--- src/rtl/cpu_sequencer.sv ---
// -----------------------------------------------------------------------------
// cpu_sequencer
// Instruction-cycle controller for the toy processor. It steps one 16-bit
// instruction (3-bit opcode, 13-bit address) through FETCH_HI, FETCH_LO,
// DECODE, EXEC1 and EXEC2, and parks in HALTED on HLT. It drives the PC
// increment/load strobes, IR byte loads, accumulator load, memory rd/wr,
// the address-source select and the data-bus enable.
//
// Optional feature macro: CPU_SEQ_MEMWAIT_EN
//   defined   : i_mem_rdy stalls the memory-facing states.
//   undefined : i_mem_rdy is ignored (treated as 1), so every state is one cycle.
//
// Ports
//   i_clk         system clock, rising edge
//   i_rst         synchronous active-high reset
//   i_ena         run enable (low: state frozen, all strobes 0)
//   i_opcode[2:0] ir[15:13], valid from DECODE onward
//   i_zero        accumulator-is-zero flag, sampled in DECODE
//   i_mem_rdy     memory completes the current rd/wr this cycle
//   o_pc_inc      PC increment enable
//   o_pc_load     PC loads ir[12:0]
//   o_addr_sel    memory address source: 0 = PC, 1 = ir[12:0]
//   o_load_ir_hi  IR high byte captures memory data
//   o_load_ir_lo  IR low byte captures memory data
//   o_load_acc    accumulator captures ALU result
//   o_rd          memory read
//   o_wr          memory write
//   o_datactl_ena drive accumulator onto the data bus
//   o_halt        processor halted
// -----------------------------------------------------------------------------
module cpu_sequencer (
    input  logic       i_clk,
    input  logic       i_rst,
    input  logic       i_ena,
    input  logic [2:0] i_opcode,
    input  logic       i_zero,
    input  logic       i_mem_rdy,
    output logic       o_pc_inc,
    output logic       o_pc_load,
    output logic       o_addr_sel,
    output logic       o_load_ir_hi,
    output logic       o_load_ir_lo,
    output logic       o_load_acc,
    output logic       o_rd,
    output logic       o_wr,
    output logic       o_datactl_ena,
    output logic       o_halt
);

    localparam logic [2:0] OP_HLT = 3'b000;
    localparam logic [2:0] OP_SKZ = 3'b001;
    localparam logic [2:0] OP_ADD = 3'b010;
    localparam logic [2:0] OP_AND = 3'b011;
    localparam logic [2:0] OP_XOR = 3'b100;
    localparam logic [2:0] OP_LDA = 3'b101;
    localparam logic [2:0] OP_STO = 3'b110;
    localparam logic [2:0] OP_JMP = 3'b111;

    typedef enum logic [2:0] {
        S_FETCH_HI = 3'd0,
        S_FETCH_LO = 3'd1,
        S_DECODE   = 3'd2,
        S_EXEC1    = 3'd3,
        S_EXEC2    = 3'd4,
        S_HALTED   = 3'd5
    } state_t;

    state_t r_state;
    state_t w_next;
    logic   r_zero_q;
    logic   w_mem_rdy;
    logic   w_run;

    logic w_pc_inc, w_pc_load, w_addr_sel, w_load_ir_hi, w_load_ir_lo;
    logic w_load_acc, w_rd, w_wr, w_datactl_ena, w_halt;

`ifdef CPU_SEQ_MEMWAIT_EN
    assign w_mem_rdy = i_mem_rdy;
`else
    // Port kept for pin compatibility; the OR forces it to always-ready.
    assign w_mem_rdy = i_mem_rdy | 1'b1;
`endif

    // Strobes are only released while running and not in reset.
    assign w_run = i_ena & ~i_rst;

    // State register and DECODE-time capture of the zero flag.
    always_ff @(posedge i_clk) begin
        if (i_rst) begin
            r_state  <= S_FETCH_HI;
            r_zero_q <= 1'b0;
        end else if (i_ena) begin
            r_state <= w_next;
            if (r_state == S_DECODE) begin
                r_zero_q <= i_zero;
            end
        end
    end

    // Next-state and raw strobe decode from the registered state.
    always_comb begin
        w_next        = r_state;
        w_pc_inc      = 1'b0;
        w_pc_load     = 1'b0;
        w_addr_sel    = 1'b0;
        w_load_ir_hi  = 1'b0;
        w_load_ir_lo  = 1'b0;
        w_load_acc    = 1'b0;
        w_rd          = 1'b0;
        w_wr          = 1'b0;
        w_datactl_ena = 1'b0;
        w_halt        = 1'b0;
        case (r_state)
            S_FETCH_HI: begin
                w_rd         = 1'b1;
                w_load_ir_hi = 1'b1;
                w_pc_inc     = w_mem_rdy;
                if (w_mem_rdy) begin
                    w_next = S_FETCH_LO;
                end else begin
                    w_next = S_FETCH_HI;
                end
            end
            S_FETCH_LO: begin
                w_rd         = 1'b1;
                w_load_ir_lo = 1'b1;
                w_pc_inc     = w_mem_rdy;
                if (w_mem_rdy) begin
                    w_next = S_DECODE;
                end else begin
                    w_next = S_FETCH_LO;
                end
            end
            S_DECODE: begin
                w_next = S_EXEC1;
            end
            S_EXEC1: begin
                w_next = S_EXEC2;
                case (i_opcode)
                    OP_HLT: begin
                        w_halt = 1'b1;
                        w_next = S_HALTED;
                    end
                    OP_SKZ: w_pc_inc  = r_zero_q;
                    OP_JMP: w_pc_load = 1'b1;
                    OP_ADD, OP_AND, OP_XOR, OP_LDA: begin
                        w_rd       = 1'b1;
                        w_addr_sel = 1'b1;
                    end
                    OP_STO: begin
                        w_datactl_ena = 1'b1;
                        w_addr_sel    = 1'b1;
                    end
                    default: w_next = S_EXEC2;
                endcase
            end
            S_EXEC2: begin
                w_next = S_FETCH_HI;
                case (i_opcode)
                    OP_SKZ: w_pc_inc = r_zero_q;
                    OP_ADD, OP_AND, OP_XOR, OP_LDA: begin
                        w_rd       = 1'b1;
                        w_addr_sel = 1'b1;
                        w_load_acc = w_mem_rdy;
                        if (w_mem_rdy) begin
                            w_next = S_FETCH_HI;
                        end else begin
                            w_next = S_EXEC2;
                        end
                    end
                    OP_STO: begin
                        w_wr          = 1'b1;
                        w_datactl_ena = 1'b1;
                        w_addr_sel    = 1'b1;
                        if (w_mem_rdy) begin
                            w_next = S_FETCH_HI;
                        end else begin
                            w_next = S_EXEC2;
                        end
                    end
                    default: w_next = S_FETCH_HI;
                endcase
            end
            S_HALTED: begin
                w_halt = 1'b1;
                w_next = S_HALTED;
            end
            // Illegal encodings recover to a fresh fetch.
            default: w_next = S_FETCH_HI;
        endcase
    end

    assign o_pc_inc      = w_pc_inc      & w_run;
    assign o_pc_load     = w_pc_load     & w_run;
    assign o_addr_sel    = w_addr_sel    & w_run;
    assign o_load_ir_hi  = w_load_ir_hi  & w_run;
    assign o_load_ir_lo  = w_load_ir_lo  & w_run;
    assign o_load_acc    = w_load_acc    & w_run;
    assign o_rd          = w_rd          & w_run;
    assign o_wr          = w_wr          & w_run;
    assign o_datactl_ena = w_datactl_ena & w_run;
    assign o_halt        = w_halt        & w_run;

endmodule

--- config.mk ---
export PLATFORM = sky130hd
export DESIGN_NAME = cpu_sequencer
export DESIGN_NICKNAME = d
export VERILOG_FILES = /design/src/rtl/cpu_sequencer.sv
export SDC_FILE = /design/constraint.sdc
export NUM_CORES = 1
export LEC_CHECK = 0
export CAP_MARGIN = 10
export CORE_AREA = 2 2 39 41
export CTS_BUF_LIST = sky130_fd_sc_hd__clkbuf_8
export DETAILED_ROUTE_END_ITERATION = 7
export DIE_AREA = 0 0 41 43
export PLACE_DENSITY = 0.62
export SLEW_MARGIN = 5
export SYNTH_ARGS = -nofsm -noshare
export SYNTH_HDL_FRONTEND = slang
export SYNTH_SLANG_ARGS = --single-unit
--- constraint.sdc ---
create_clock -name i_clk -period 1.5 [get_ports i_clk]
set_clock_uncertainty 0.1 [all_clocks]
set_input_delay 0.15 -clock i_clk [delete_from_list [all_inputs] [get_ports i_clk]]
set_output_delay 0.15 -clock i_clk [all_outputs]
set_load 0.01 [all_outputs]
---- Word level (Yosys, flattened, before mapping) ----
Index checks and enable logic that the tools add are counted.
word-level totals
  bits in registers ....................... 4
  bits of input ports ..................... 8
  output and inout bits ................... 10
  logic and storage cells ................. 51
operators by class
  equal/unequal tests ..................... 12
  muxes and demuxes ....................... 18
  bitwise logic cells ..................... 12
  reductions and logical operators ........ 7
operators with widths
  cell                                                 number
  equality test 3 bit, second input constant           6
  one-hot mux 3 bit (5 select lines)                   1
  2-to-1 mux 1 bit                                     14
  equality test 3 x 2 -> 1 bit, second input constant  4
  bitwise AND 1 bit                                    11
  equality test 3 x 1 -> 1 bit, second input constant  2
  logical NOT 3 bit                                    2
  one-hot mux 1 bit (2 select lines)                   3
  OR reduction 5 bit                                   1
  OR reduction 2 bit                                   2
  OR reduction 4 bit                                   1
  AND reduction 2 bit                                  1
  inverter 1 bit                                       1

---- Logic depth before layout (Yosys ltp) ----
Gate-level depths: netlist of run 1.
  word-level depth ........................ 5
  mapped depth ............................ 4
  depth with buffers taken out ............ 3

---- Least setup slack after synthesis of run 1 ----
Ideal clock, no wire load.
  path type ............................... flip-flop to output port
  from .................................... register r_state[0]
  to ...................................... output o_datactl_ena
  arrival ................................. 1.222 ns
  data required time ...................... 1.250 ns
  setup slack ............................. 0.028 ns
  stages on the path, launching flop included .. 5
  buffers on the path ..................... 1
  path through ............................ dfxtp_1 > clkbuf_1 > nand2_1 > o21a_1 > nor4_1
on the way
  longest elaborated chain between the ends .. 4
  elaborated cells on any way between the ends .. 5
  classes of those cells .................. eq/ne (2); mux (1); bitwise (1); reduce/logical (1)
RTL lines
  element                                                              RTL line  source
  start: declaration                                                   68        state_t r_state;
  start signal: assignment                                             93        r_state <= w_next;
  equality test 3 bit or equality test 3 x 2 -> 1 bit (tied branches)  113       case (r_state)
  OR reduction 2 bit (no line) *                                       -
  2-to-1 mux 1 bit *                                                   -
  bitwise AND 1 bit *                                                  201       assign o_datactl_ena = w_datactl_ena & w_run;
  end: declaration                                                     46        output logic o_datactl_ena,
Mark *: on every way between the ends. The rest lies on a longest branch, timed or not.

---- Final worst setup path of run 1 ----
  from .................................... register r_state[0]
  to ...................................... output o_rd
on the way
  longest elaborated chain between the ends .. 4
  elaborated cells on any way between the ends .. 8
  classes of those cells .................. eq/ne (3); mux (1); bitwise (1); reduce/logical (3)
RTL lines
  element                                            RTL line  source
  equality test 3 bit, or another cell as far along  113
  OR reduction 2 bit (no line)                       -
  one-hot mux 1 bit (2 select lines) *               113
  bitwise AND 1 bit *                                199       assign o_rd = w_rd & w_run;
  end: declaration                                   44        output logic o_rd,
Marks and branches as above.

==> results of run 1 <==
## routing by layer
metal	part of all wire, %	vias up	GRT usage (%)
li1	-	274	-
met1	42	247	18.9
met2	50	17	24.1
met3	5.3	3	3.14
met4	1.8	0	10.0
met5	0	-	0
## tightest hold or removal path: stages
cell and delay (ns):
dlygate4sd2_1 0.24, buf_4 0.16, a21oi_1 0.04
## layout make-up
type | instances | area, um^2
Multi-Input combinational cell | 43 | 343
Inverter | 3 | 11.3
Timing Repair Buffer | 38 | 284
Sequential cell | 4 | 86.3
Tap cell | 16 | 20.0
Fill cell | 134 | 598
Clock buffer | 3 | 41.3
## placed cells by master, fill, tap and decap left out, types with 2 or more instances in the layout
master / netlist / final
buf_4: 0 / 18
buf_2: 0 / 10
nor2_1: 6 / 5
dlygate4sd2_1: 0 / 5
buf_6: 0 / 4
inv_1: 3 / 3
nand2_1: 3 / 3
nor2b_1: 3 / 3
clkbuf_8: 0 / 3
or4b_4: 1 / 2
nor4_2: 1 / 2
o21ai_0: 2 / 2
dfxtp_2: 0 / 2
## path summary, 6_finish.rpt
kind	startpoint	endpoint	slack, ns	depth (start not counted)
worst min register to register	r_zero_q	r_zero_q	0.42	2
worst min-delay path	i_rst	r_state[2]	0.32	3
worst max register to register	r_state[1]	r_state[1]	0.11	5
worst max-delay path	r_state[0]	o_rd	-0.25	4
## registers in the layout, indices dropped and copies added (netlist names)
signal    cells
r_state       3
r_zero_q      1
## power by group through the flow
| stage | Combinational, mW | Sequential (mW) | Clock (mW) |
|---|---|---|---|
| 3_5_place_dp | 0.151 | 0.122 | 0 |
| 2_1_floorplan | 0.0695 | 0.120 | 0 |
| 3_3_place_gp | 0.149 | 0.122 | 0 |
| 4_1_cts | 0.152 | 0.123 | 0.233 |
| 6_report | 0.169 | 0.123 | 0.226 |
| 5_1_grt | 0.183 | 0.124 | 0.236 |
## stage by stage
| stage | std cells | cell area, um^2 | power, mW | hold slack [ns] |
|---|---|---|---|---|
| floorplan | 54 | 408 | 0.189 | 0.119 |
| global placement | 96 | 678 | 0.271 | 0.404 |
| detailed placement | 96 | 678 | 0.273 | 0.415 |
| CTS | 101 | 713 | 0.507 | 0.325 |
| global route | 107 | 786 | 0.543 | 0.347 |
| finish | 107 | 786 | 0.518 | 0.318 |
## repair_timing
| action | 4_1_cts | 5_1_grt |
|---|---|---|
| hold endpoints to repair | 0 | 0 |
| setup buffers | 2 | 7 |
| resized for setup | 58 | 8 |
| setup endpoints to repair | 10 | 9 |
| pin swaps | 9 | 4 |
## cell usage after synthesis
library cell	number
o21ai_0	2
o2111ai_1	1
nor2b_1	3
nor2_1	6
o21a_1	1
mux2_2	1
nor4_2	1
nand3_1	1
nand2b_1	1
nand2_1	3
a211o_1	1
and4bb_1	1
o22a_1	1
o31ai_1	1
nor4_1	2
or3b_1	1
a21oi_1	2
o21ai_2	1
or4b_4	1
o41ai_1	1
nand4b_1	1
and4_1	1
o211a_1	1
clkbuf_1	4
dfxtp_1	4
nor3_1	2
nor3b_1	1
mux2i_1	1
or4b_1	1
xnor2_1	1
and3_2	1
or2_1	1
inv_1	3
## cells by family after synthesis
| kind of cell | after synthesis | share of synthesized area [%] |
|---|---|---|
| AO/OA/AOI/OAI | 12 | 21.8 |
| XOR/XNOR | 1 | 2.15 |
| buffers and inverters | 7 | 6.44 |
| flip-flops | 4 | 19.6 |
| multiplexers | 2 | 5.21 |
| AND/OR/NAND/NOR | 28 | 44.8 |
==> key figures, run 1 <==
Synthesis
  – Synth cell types: 33
  – Largest area contributor in the netlist: dfxtp_1
  – Syn Nets: 62
  – Flops & latches, synth: 4
  – Post-synth top area share: 19.6%
  – Avg Synthesized Cell Area: 7.55 um^2
  – Mapped Cells: 54
  – Synth top area cells: dfxtp_1 20%, nor2_1 5.5%, nor2b_1 4.6%
  – Ys Warns: 0
  – Sequential fraction of the synthesis area: 19.6%
  – Cell Area, Synth: 408 um^2

Critical path
  – Critical Path RT: 1.25 ns
  – Worst Path Class, Setup: reg -> out
  – Worst-path maximum fanout: 4
  – Slowest stage delay, CP: 0.51 ns
  – Setup crit end kind: primary output
  – Worst EP arrival: 1.50 ns
  – CP max-delay cell: or4b_4
  – Crit path max-delay family: simple AND/OR/NAND/NOR gates
  – Buf/Inv on CP: 1
  – Startpoint Class: flop
  – Critical-path cell list: or4b_4, o22a_1, o41ai_2, buf_2

Power
  – PwrDens: 659 mW/mm^2
  – VDD IR-drop max: 0.501 mV
  – Clk pwr share: 43.6%
  – Switching Fraction: 26.6%
  – Psw: 0.138 mW
  – Cell-internal power: 0.380 mW
  – Gate power share: 32.6%
  – Leakage: 0.381 nW
  – Flop pwr share: 23.7%

Min path
  – Hold crit path type: in -> reg

Final layout
  – Fin util: 56.8%
  – Share of layout cells above drive strength 1: 58.2%
  – Fin nets: 101
  – Layout area overhead: 92.6%
  – Ant. Diodes: 0

Clock tree
  – CTS Hold Bufs: 0
  – Worst-path clk slew: 0.03 ns
  – Number of H-tree levels: 1
  – Num CTS Buffers: 3
  – Clk Latency, worst-skew pair: 0.22 ns
  – Root Buffer: clkbuf_8
  – Clock Path Buffers: 2
  – Clk sinks: 4
  – CTS tree: built

Placed design
  – DP Wirelength: 915 um
  – I/O Buffers: 16
  – Dpl ws: -0.721 ns
  – Final weighted congestion in routability-driven placement: 0.673

Detailed routing
  – Avg Vias per Cell: 5.06
  – Final ANT Viol Nets: 0
  – Remaining DRCs: 0
  – DRT iter0 DRCs: 5
  – First-pass DRT Iterations: 6
  – Wire length per cell: 12.2 um
  – Via count: 541
  – Routed WL: 1300 um

Outcome
  – Status: complete, but fails checks
  – Failing checks: setup timing

Floorplan
  – IO Count: 18
  – Chip width: 41 um
  – Standard-cell rows: 14
  – Height of the die: 43 um
  – Die area: 0.00176 mm^2
  – Core Region: 0.00138 mm^2
  – Initial Utilization: 29.5%

Run
  – Max cap viols: 0

STA
  – RSZ-0062 raised after global routing: yes
  – Final Hold Violating Endpoints: 0
  – Final setup viols: 9
  – Fin crit share: 117%
  – Max Freq: 572 MHz
  – Setup slack after layout: -0.248 ns
  – Slew headroom: 76.8%
  – Tightest Pin Transition: 0.345 ns
  – Setup TNS: -1.47 ns
  – Max Slew Vio Count: 0
  – Final min period: 1.75 ns

GRT
  – Global-route wire length before repair: 1880 um
  – Largest net degree at the start of global routing: 14
  – Tot GR Track Use: 15.7%
  – Total gr overflow: 0
  – Vias in the first global route: 461
  – Antenna violations before repair: 0
Note: power is estimated with default switching activity, not from simulation.
==> run 2, diff against run 1 <==
--- a/config.mk
+++ b/config.mk
@@ -6,12 +6,12 @@
 export NUM_CORES = 1
 export LEC_CHECK = 0
 export CAP_MARGIN = 10
-export CORE_AREA = 2 2 39 41
+export CORE_AREA = 4 4 41 43
 export CTS_BUF_LIST = sky130_fd_sc_hd__clkbuf_8
 export DETAILED_ROUTE_END_ITERATION = 7
-export DIE_AREA = 0 0 41 43
+export DIE_AREA = 0 0 45 47
 export PLACE_DENSITY = 0.62
-export SLEW_MARGIN = 5
+export SLEW_MARGIN = 15
 export SYNTH_ARGS = -nofsm -noshare
 export SYNTH_HDL_FRONTEND = slang
 export SYNTH_SLANG_ARGS = --single-unit
==> run 2 against run 1 <==
Routed wire length rose by 1.2%. Count of clock-buffer cells in the layout is the same. Critical path type unchanged. Largest power group unchanged. Sequential power about the same. Cell count down 3.7%. The flow still finishes with violations (setup timing). Critical path depth stayed put. Combinational power up 10%. Cell area increased by 3.7%. Hold slack worse by 0.12 ns.
==> key figures, run 2 (same netlist as run 1, synthesis figures left out) <==
Detailed routing
  – Routed WL: 1320 um (was 1300 um)
  – Final ANT Viol Nets: 0 (unchanged)
  – Wire length per cell: 12.8 um (was 12.2 um)
  – DRT iter0 DRCs: 5 (unchanged)
  – Remaining DRCs: 0 (unchanged)
  – Via count: 533 (was 541)
  – First-pass DRT Iterations: 2 (was 6)
  – Avg Vias per Cell: 5.17 (was 5.06)

Critical path
  – Setup crit end kind: primary output (unchanged)
  – Critical Path RT: 1.25 ns (about the same)
  – Worst r2r path cells: 4 (was 5)
  – Worst-path maximum fanout: 4 (unchanged)
  – Startpoint Class: flop (unchanged)
  – Worst Path Class, Setup: reg -> out (unchanged)
  – Worst R2R End: r_state[0] (was r_state[1])
  – Slowest stage delay, CP: 0.52 ns (was 0.51 ns)
  – CP max-delay cell: or4b_4 (unchanged)
  – CP startpoint: r_state[0] (unchanged)
  – R2R Path Start: r_state[1] (unchanged)
  – Buf/Inv on CP: 1 (unchanged)
  – Worst EP arrival: 1.51 ns (was 1.50 ns)
  – Crit path max-delay family: simple AND/OR/NAND/NOR gates (unchanged)
  – Reg2Reg Setup Slack: 0.06 ns (was 0.11 ns)
  – Stages on worst setup path: 4 (unchanged)
  – Critical-path cell list: or4b_4, o22a_1, o41ai_2, buf_2 (unchanged)

STA
  – Final Hold Violating Endpoints: 0 (unchanged)
  – Fin crit share: 117% (about the same)
  – Final min period: 1.76 ns (was 1.75 ns)
  – Setup slack after layout: -0.260 ns (was -0.248 ns)
  – Slew headroom: 76.7% (was 76.8%)
  – Tightest Pin Transition: 0.347 ns (was 0.345 ns)
  – Final setup viols: 8 (was 9)
  – Max Slew Vio Count: 0 (unchanged)
  – RSZ-0062 raised after global routing: yes (unchanged)
  – Max Freq: 568 MHz (was 572 MHz)

Final layout
  – Commonest cells after routing, fill and taps aside: 10 x buf_2, 10 x buf_4, 9 x buf_6 (was 18 x buf_4, 10 x buf_2, 5 x nor2_1, 5 x dlygate4sd2_1, 4 x buf_6)
  – Number of flip-flops in the largest register: 3 (unchanged)
  – Sequential Area: 86.3 um^2 (unchanged)
  – Area occupied by multi-input gates: 375 um^2 (was 343 um^2)
  – Layout area overhead: 99.7% (was 92.6%)
  – Top reg by flops: r_state (unchanged)
  – Design Area, Final: 815 um^2 (was 786 um^2)
  – Ant. Diodes: 0 (unchanged)
  – Final Non-Filler Cells: 103 (was 107)
  – Fin util: 62.6% (was 56.8%)
  – Share of layout cells above drive strength 1: 62.5% (was 58.2%)
  – Top flop regs: r_state (3), r_zero_q (1) (unchanged)
  – # fillers: 122 (was 134)
  – Fin nets: 98 (was 101)

Placed design
  – Post-DP Area: 692 um^2 (was 678 um^2)
  – Final weighted congestion in routability-driven placement: 0.723 (was 0.673)
  – Placed Cells: 97 (was 96)
  – DP Wirelength: 928 um (was 915 um)
  – I/O Buffers: 16 (unchanged)

Clock tree
  – CTS Hold Bufs: 0 (unchanged)
  – Number of H-tree levels: 1 (unchanged)
  – Clk Latency, worst-skew pair: 0.22 ns (about the same)
  – CTS tree: built (unchanged)
  – Worst-path clk slew: 0.03 ns (about the same)
  – Root Buffer: clkbuf_8 (unchanged)
  – Clock Path Buffers: 2 (unchanged)
  – Num CTS Buffers: 3 (unchanged)
  – Clk sinks: 4 (unchanged)

GRT
  – Global-route wire length before repair: 2110 um (was 1880 um)
  – GR Layer Usage met1: 15.6% (was 18.9%)
  – Met2 GRT Util: 24.9% (was 24.1%)
  – Total gr overflow: 0 (unchanged)
  – Vias in the first global route: 524 (was 461)
  – Tot GR Track Use: 13.8% (was 15.7%)
  – M3 GR Usage: 1.15% (was 3.14%)
  – Antenna violations before repair: 0 (unchanged)
  – Largest net degree at the start of global routing: 10 (was 14)
  – Global routing's busiest layer: met2 (unchanged)

Floorplan
  – Initial Utilization: 31.3% (was 29.5%)
  – Standard-cell rows: 13 (was 14)
  – Chip width: 45 um (was 41 um)
  – Core Region: 0.00130 mm^2 (was 0.00138 mm^2)
  – Height of the die: 47 um (was 43 um)
  – IO Count: 18 (unchanged)
  – Die area: 0.00212 mm^2 (was 0.00176 mm^2)

Outcome
  – Failing checks: setup timing (unchanged)
  – Status: complete, but fails checks (unchanged)

Min path
  – Hold Path End: r_zero_q (was r_state[2])
  – Worst hold stages: 2 (was 3)
  – Hold crit path type: in -> reg (unchanged)
  – Hold Path Origin: i_rst (unchanged)

Run
  – Max cap viols: 0 (unchanged)

Power
  – PnR Total Power: 0.533 mW (was 0.518 mW)
  – Leakage: 0.377 nW (was 0.381 nW)
  – PwrDens: 655 mW/mm^2 (was 659 mW/mm^2)
  – VDD IR-drop max: 0.437 mV (was 0.501 mV)
[run 2: cell types whose count changed in the layout (fill, tap and decap cells not counted), sizes merged]
cell,previous run,this run
buf,32,29
clkdlybuf4s50,1,2
dlygate4sd2,5,4
[run 2: worst max path at each step]
stage	endpoint	slack (ns)
floorplan	o_datactl_ena	0.03
global placement	o_rd	-0.74
finish	o_rd	-0.26
global route	o_halt	-0.30
detailed placement	o_rd	-0.74
CTS	o_rd	-0.27
[run 2: power by group]
| group | total (mW) | internal (mW) | switching (mW) |
|---|---|---|---|
| clock network | 0.224 | 0.171 | 0.0529 |
| logic | 0.186 | 0.104 | 0.0822 |
| registers | 0.123 | 0.115 | 0.00830 |
| total | 0.533 | 0.390 | 0.143 |
[run 2: layout make-up]
| cell class | instances | area share (%) |
|---|---|---|
| Inverter | 3 | 1.38 |
| Multi-Input combinational cell | 43 | 46.1 |
| Clock buffer | 3 | 5.07 |
| Timing Repair Buffer | 35 | 34.6 |
| Sequential cell | 4 | 10.6 |
| Tap cell | 15 | 2.30 |
[run 2: per-layer routing]
metal	routed length (um)	up-vias
met5	0	-
met3	62	2
met2	717	12
li1	-	275
met1	531	244
met4	10	0
[run 2: what timing repair did]
| item | in CTS | in global routing |
|---|---|---|
| pin swaps | 8 | 5 |
| endpoints found under the hold margin | 0 | 0 |
| gates resized for setup | 65 | 11 |
| buffers inserted | 3 | 0 |
| setup endpoints to repair | 10 | 10 |
[run 2: metrics by stage]
step,setup slack [ns],TNS (ns),hold slack [ns]
2_1_floorplan,0.0284,0,0.119
3_3_place_gp,-0.737,-6.03,0.404
3_5_place_dp,-0.743,-6.16,0.395
4_1_cts,-0.267,-1.27,0.199
5_1_grt,-0.303,-1.55,0.220
6_report,-0.260,-1.09,0.197
==> run 3, diff against run 2 <==
--- a/config.mk
+++ b/config.mk
@@ -6,11 +6,12 @@
 export NUM_CORES = 1
 export LEC_CHECK = 0
 export CAP_MARGIN = 10
-export CORE_AREA = 4 4 41 43
+export CORE_MARGIN = 4
+export CORE_UTILIZATION = 30
 export CTS_BUF_LIST = sky130_fd_sc_hd__clkbuf_8
+export CTS_CLUSTER_SIZE = 20
 export DETAILED_ROUTE_END_ITERATION = 7
-export DIE_AREA = 0 0 45 47
-export PLACE_DENSITY = 0.62
+export PLACE_DENSITY = 0.57
 export SLEW_MARGIN = 15
 export SYNTH_ARGS = -nofsm -noshare
 export SYNTH_HDL_FRONTEND = slang
==> run 3 against run 2 <==
The run still ends with setup timing left. Combinational power is essentially flat. Sequential power is essentially flat. Utilization shrank 2.8 points. Register-to-register slack is essentially flat. Hold slack lost 0.0013 ns. Count of clock-buffer cells in the layout is the same. Power grew 0.12%. Critical path depth is the same. Routed wire length grew 0.68%. Cell area shrank 5.7%. Non-clock buffer count shrank 2.
==> key figures, run 3 (same netlist as run 1, synthesis figures left out) <==
STA
  – Setup TNS: -1.34 ns (was -1.09 ns)
  – Max Slew Vio Count: 0 (unchanged)
  – Final min period: 1.76 ns (about the same)
  – Max Freq: 569 MHz (was 568 MHz)
  – Tightest Pin Transition: 0.323 ns (was 0.347 ns)
  – Final Hold Violating Endpoints: 0 (unchanged)
  – Fin crit share: 117% (about the same)
  – RSZ-0062 raised after global routing: yes (unchanged)
  – Slew headroom: 78.3% (was 76.7%)
  – Setup slack after layout: -0.256 ns (was -0.260 ns)
  – Final setup viols: 9 (was 8)

Clock tree
  – CTS Hold Bufs: 0 (unchanged)
  – Clk sinks: 4 (unchanged)
  – Clock Path Buffers: 2 (unchanged)
  – Num CTS Buffers: 3 (unchanged)
  – CTS tree: built (unchanged)
  – Number of H-tree levels: 1 (unchanged)
  – Root Buffer: clkbuf_8 (unchanged)
  – Worst-path clk slew: 0.03 ns (about the same)
  – Clk Latency, worst-skew pair: 0.22 ns (about the same)

Final layout
  – Fin nets: 96 (was 98)
  – Top flop regs: r_state (3), r_zero_q (1) (unchanged)
  – Share of layout cells above drive strength 1: 57.0% (was 62.5%)
  – Fin util: 59.8% (was 62.6%)
  – # fillers: 129 (was 122)
  – Sequential Area: 85.1 um^2 (was 86.3 um^2)
  – Layout area overhead: 88.3% (was 99.7%)
  – Number of flip-flops in the largest register: 3 (unchanged)
  – Commonest non-fill, non-tap cell in the layout: buf_4
  – Ant. Diodes: 0 (unchanged)
  – Commonest cells after routing, fill and taps aside: 13 x buf_4, 10 x buf_2, 4 x nor2_1, 4 x dlygate4sd2_1, 4 x buf_6 (was 10 x buf_2, 10 x buf_4, 9 x buf_6)
  – Top reg by flops: r_state (unchanged)
  – Area occupied by multi-input gates: 364 um^2 (was 375 um^2)

Detailed routing
  – Wire length per cell: 13.2 um (was 12.8 um)
  – First-pass DRT Iterations: 4 (was 2)
  – Routed WL: 1330 um (was 1320 um)
  – DRT iter0 DRCs: 5 (unchanged)
  – Final ANT Viol Nets: 0 (unchanged)
  – Avg Vias per Cell: 5.17 (about the same)
  – Via count: 522 (was 533)
  – Remaining DRCs: 0 (unchanged)

Critical path
  – Critical Path RT: 1.25 ns (about the same)
  – Critical-path cell list: or4b_4, o22a_1, o41ai_2, buf_2 (unchanged)
  – Worst R2R End: r_state[0] (unchanged)
  – Worst Path Class, Setup: reg -> out (unchanged)
  – Reg2Reg Setup Slack: 0.06 ns (about the same)
  – Worst EP arrival: 1.51 ns (about the same)
  – Worst-path maximum fanout: 4 (unchanged)
  – Startpoint Class: flop (unchanged)
  – CP max-delay cell: or4b_4 (unchanged)
  – R2R Path Start: r_state[1] (unchanged)
  – Slowest stage delay, CP: 0.52 ns (about the same)
  – Setup crit end kind: primary output (unchanged)
  – Worst r2r path cells: 4 (unchanged)

Floorplan
  – Height of the die: 44.9 um (was 47 um)
  – IO Count: 18 (unchanged)
  – Chip width: 44.9 um (was 45 um)
  – Initial Utilization: 31.7% (was 31.3%)
  – Standard-cell rows: 13 (unchanged)
  – Core Region: 0.00128 mm^2 (was 0.00130 mm^2)
  – Die area: 0.00201 mm^2 (was 0.00212 mm^2)

Run
  – Max cap viols: 0 (unchanged)

GRT
  – Antenna violations before repair: 0 (unchanged)
  – Vias in the first global route: 489 (was 524)
  – Global-route wire length before repair: 2230 um (was 2110 um)
  – Largest net degree at the start of global routing: 14 (was 10)
  – Tot GR Track Use: 15.4% (was 13.8%)
  – Total gr overflow: 0 (unchanged)

Placed design
  – Final weighted congestion in routability-driven placement: 0.769 (was 0.723)
  – DP Wirelength: 926 um (was 928 um)
  – I/O Buffers: 16 (unchanged)

Power
  – PwrDens: 695 mW/mm^2 (was 655 mW/mm^2)
  – VDD IR-drop max: 0.502 mV (was 0.437 mV)
  – Leakage: 0.360 nW (was 0.377 nW)

Min path
  – Hold crit path type: in -> reg (unchanged)
  – Hold Path End: r_zero_q (unchanged)
  – Worst hold stages: 2 (unchanged)
  – Hold Path Origin: i_rst (unchanged)

Outcome
  – Status: complete, but fails checks (unchanged)
  – Failing checks: setup timing (unchanged)
==> run 3: changes by cell type in the layout (fill, tap and decap cells not counted), moves of 2 or more <==
| cell | change |
|---|---|
| buf_4 | +3 |
| buf_6 | -5 |
| nor3_2 | -2 |
| nor2_2 | -2 |
==> run 3: repair_timing <==
action / in CTS / in global routing
setup buffers: 3 / 0
pin swaps: 6 / 3
resized for setup: 64 / 4
setup endpoints to repair: 10 / 10
==> run 3: power breakdown <==
group          switching, mW  total, mW  internal, mW
Sequential           0.00651      0.121         0.115
Combinational         0.0818      0.184         0.102
Clock                 0.0573      0.228         0.171
Total                  0.146      0.534         0.388
==> run 3: worst max-delay path by stage <==
stage,from,endpoint,depth (start not counted)
6_report,r_state[0],o_rd,4
5_1_grt,r_state[1],o_halt,5
4_1_cts,r_state[0],o_rd,4
3_5_place_dp,i_rst,o_rd,5
3_3_place_gp,i_rst,o_rd,5
2_1_floorplan,r_state[0],o_datactl_ena,4
==> run 3: per-layer routing <==
layer  track usage (%)  up-vias  share of wire [%]
li1                  -      264                  -
met1              19.5      240                 42
met2              22.6       16                 47
met3              3.98        2                8.7
met4              10.5        0                1.6
met5                 0        -                  0
==> run 3: cell type report <==
class | instances | share of cell area [%]
Tap cell | 15 | 2.44
Sequential cell | 4 | 11.1
Timing Repair Buffer | 33 | 32.2
Multi-Input combinational cell | 43 | 47.4
Inverter | 3 | 1.47
Clock buffer | 3 | 5.37
==> run 3: worst max-delay path: cells and delay by family (launching register included) <==
kind / cells / cell delay, ns
flops: 1 / 0.33
compound gates: 2 / 0.27
simple gates: 1 / 0.52
buf+inv: 1 / 0.18
==> run 3: metrics by stage <==
step / hold WS [ns] / cells / cell area [um^2] / setup slack, ns / power (mW)
floorplan: 0.119 / 54 / 408 / 0.0284 / 0.189
global placement: 0.404 / 95 / 677 / -0.726 / 0.277
detailed placement: 0.394 / 95 / 677 / -0.742 / 0.277
CTS: 0.192 / 101 / 749 / -0.270 / 0.534
global route: 0.213 / 101 / 768 / -0.309 / 0.568
finish: 0.196 / 101 / 768 / -0.256 / 0.534
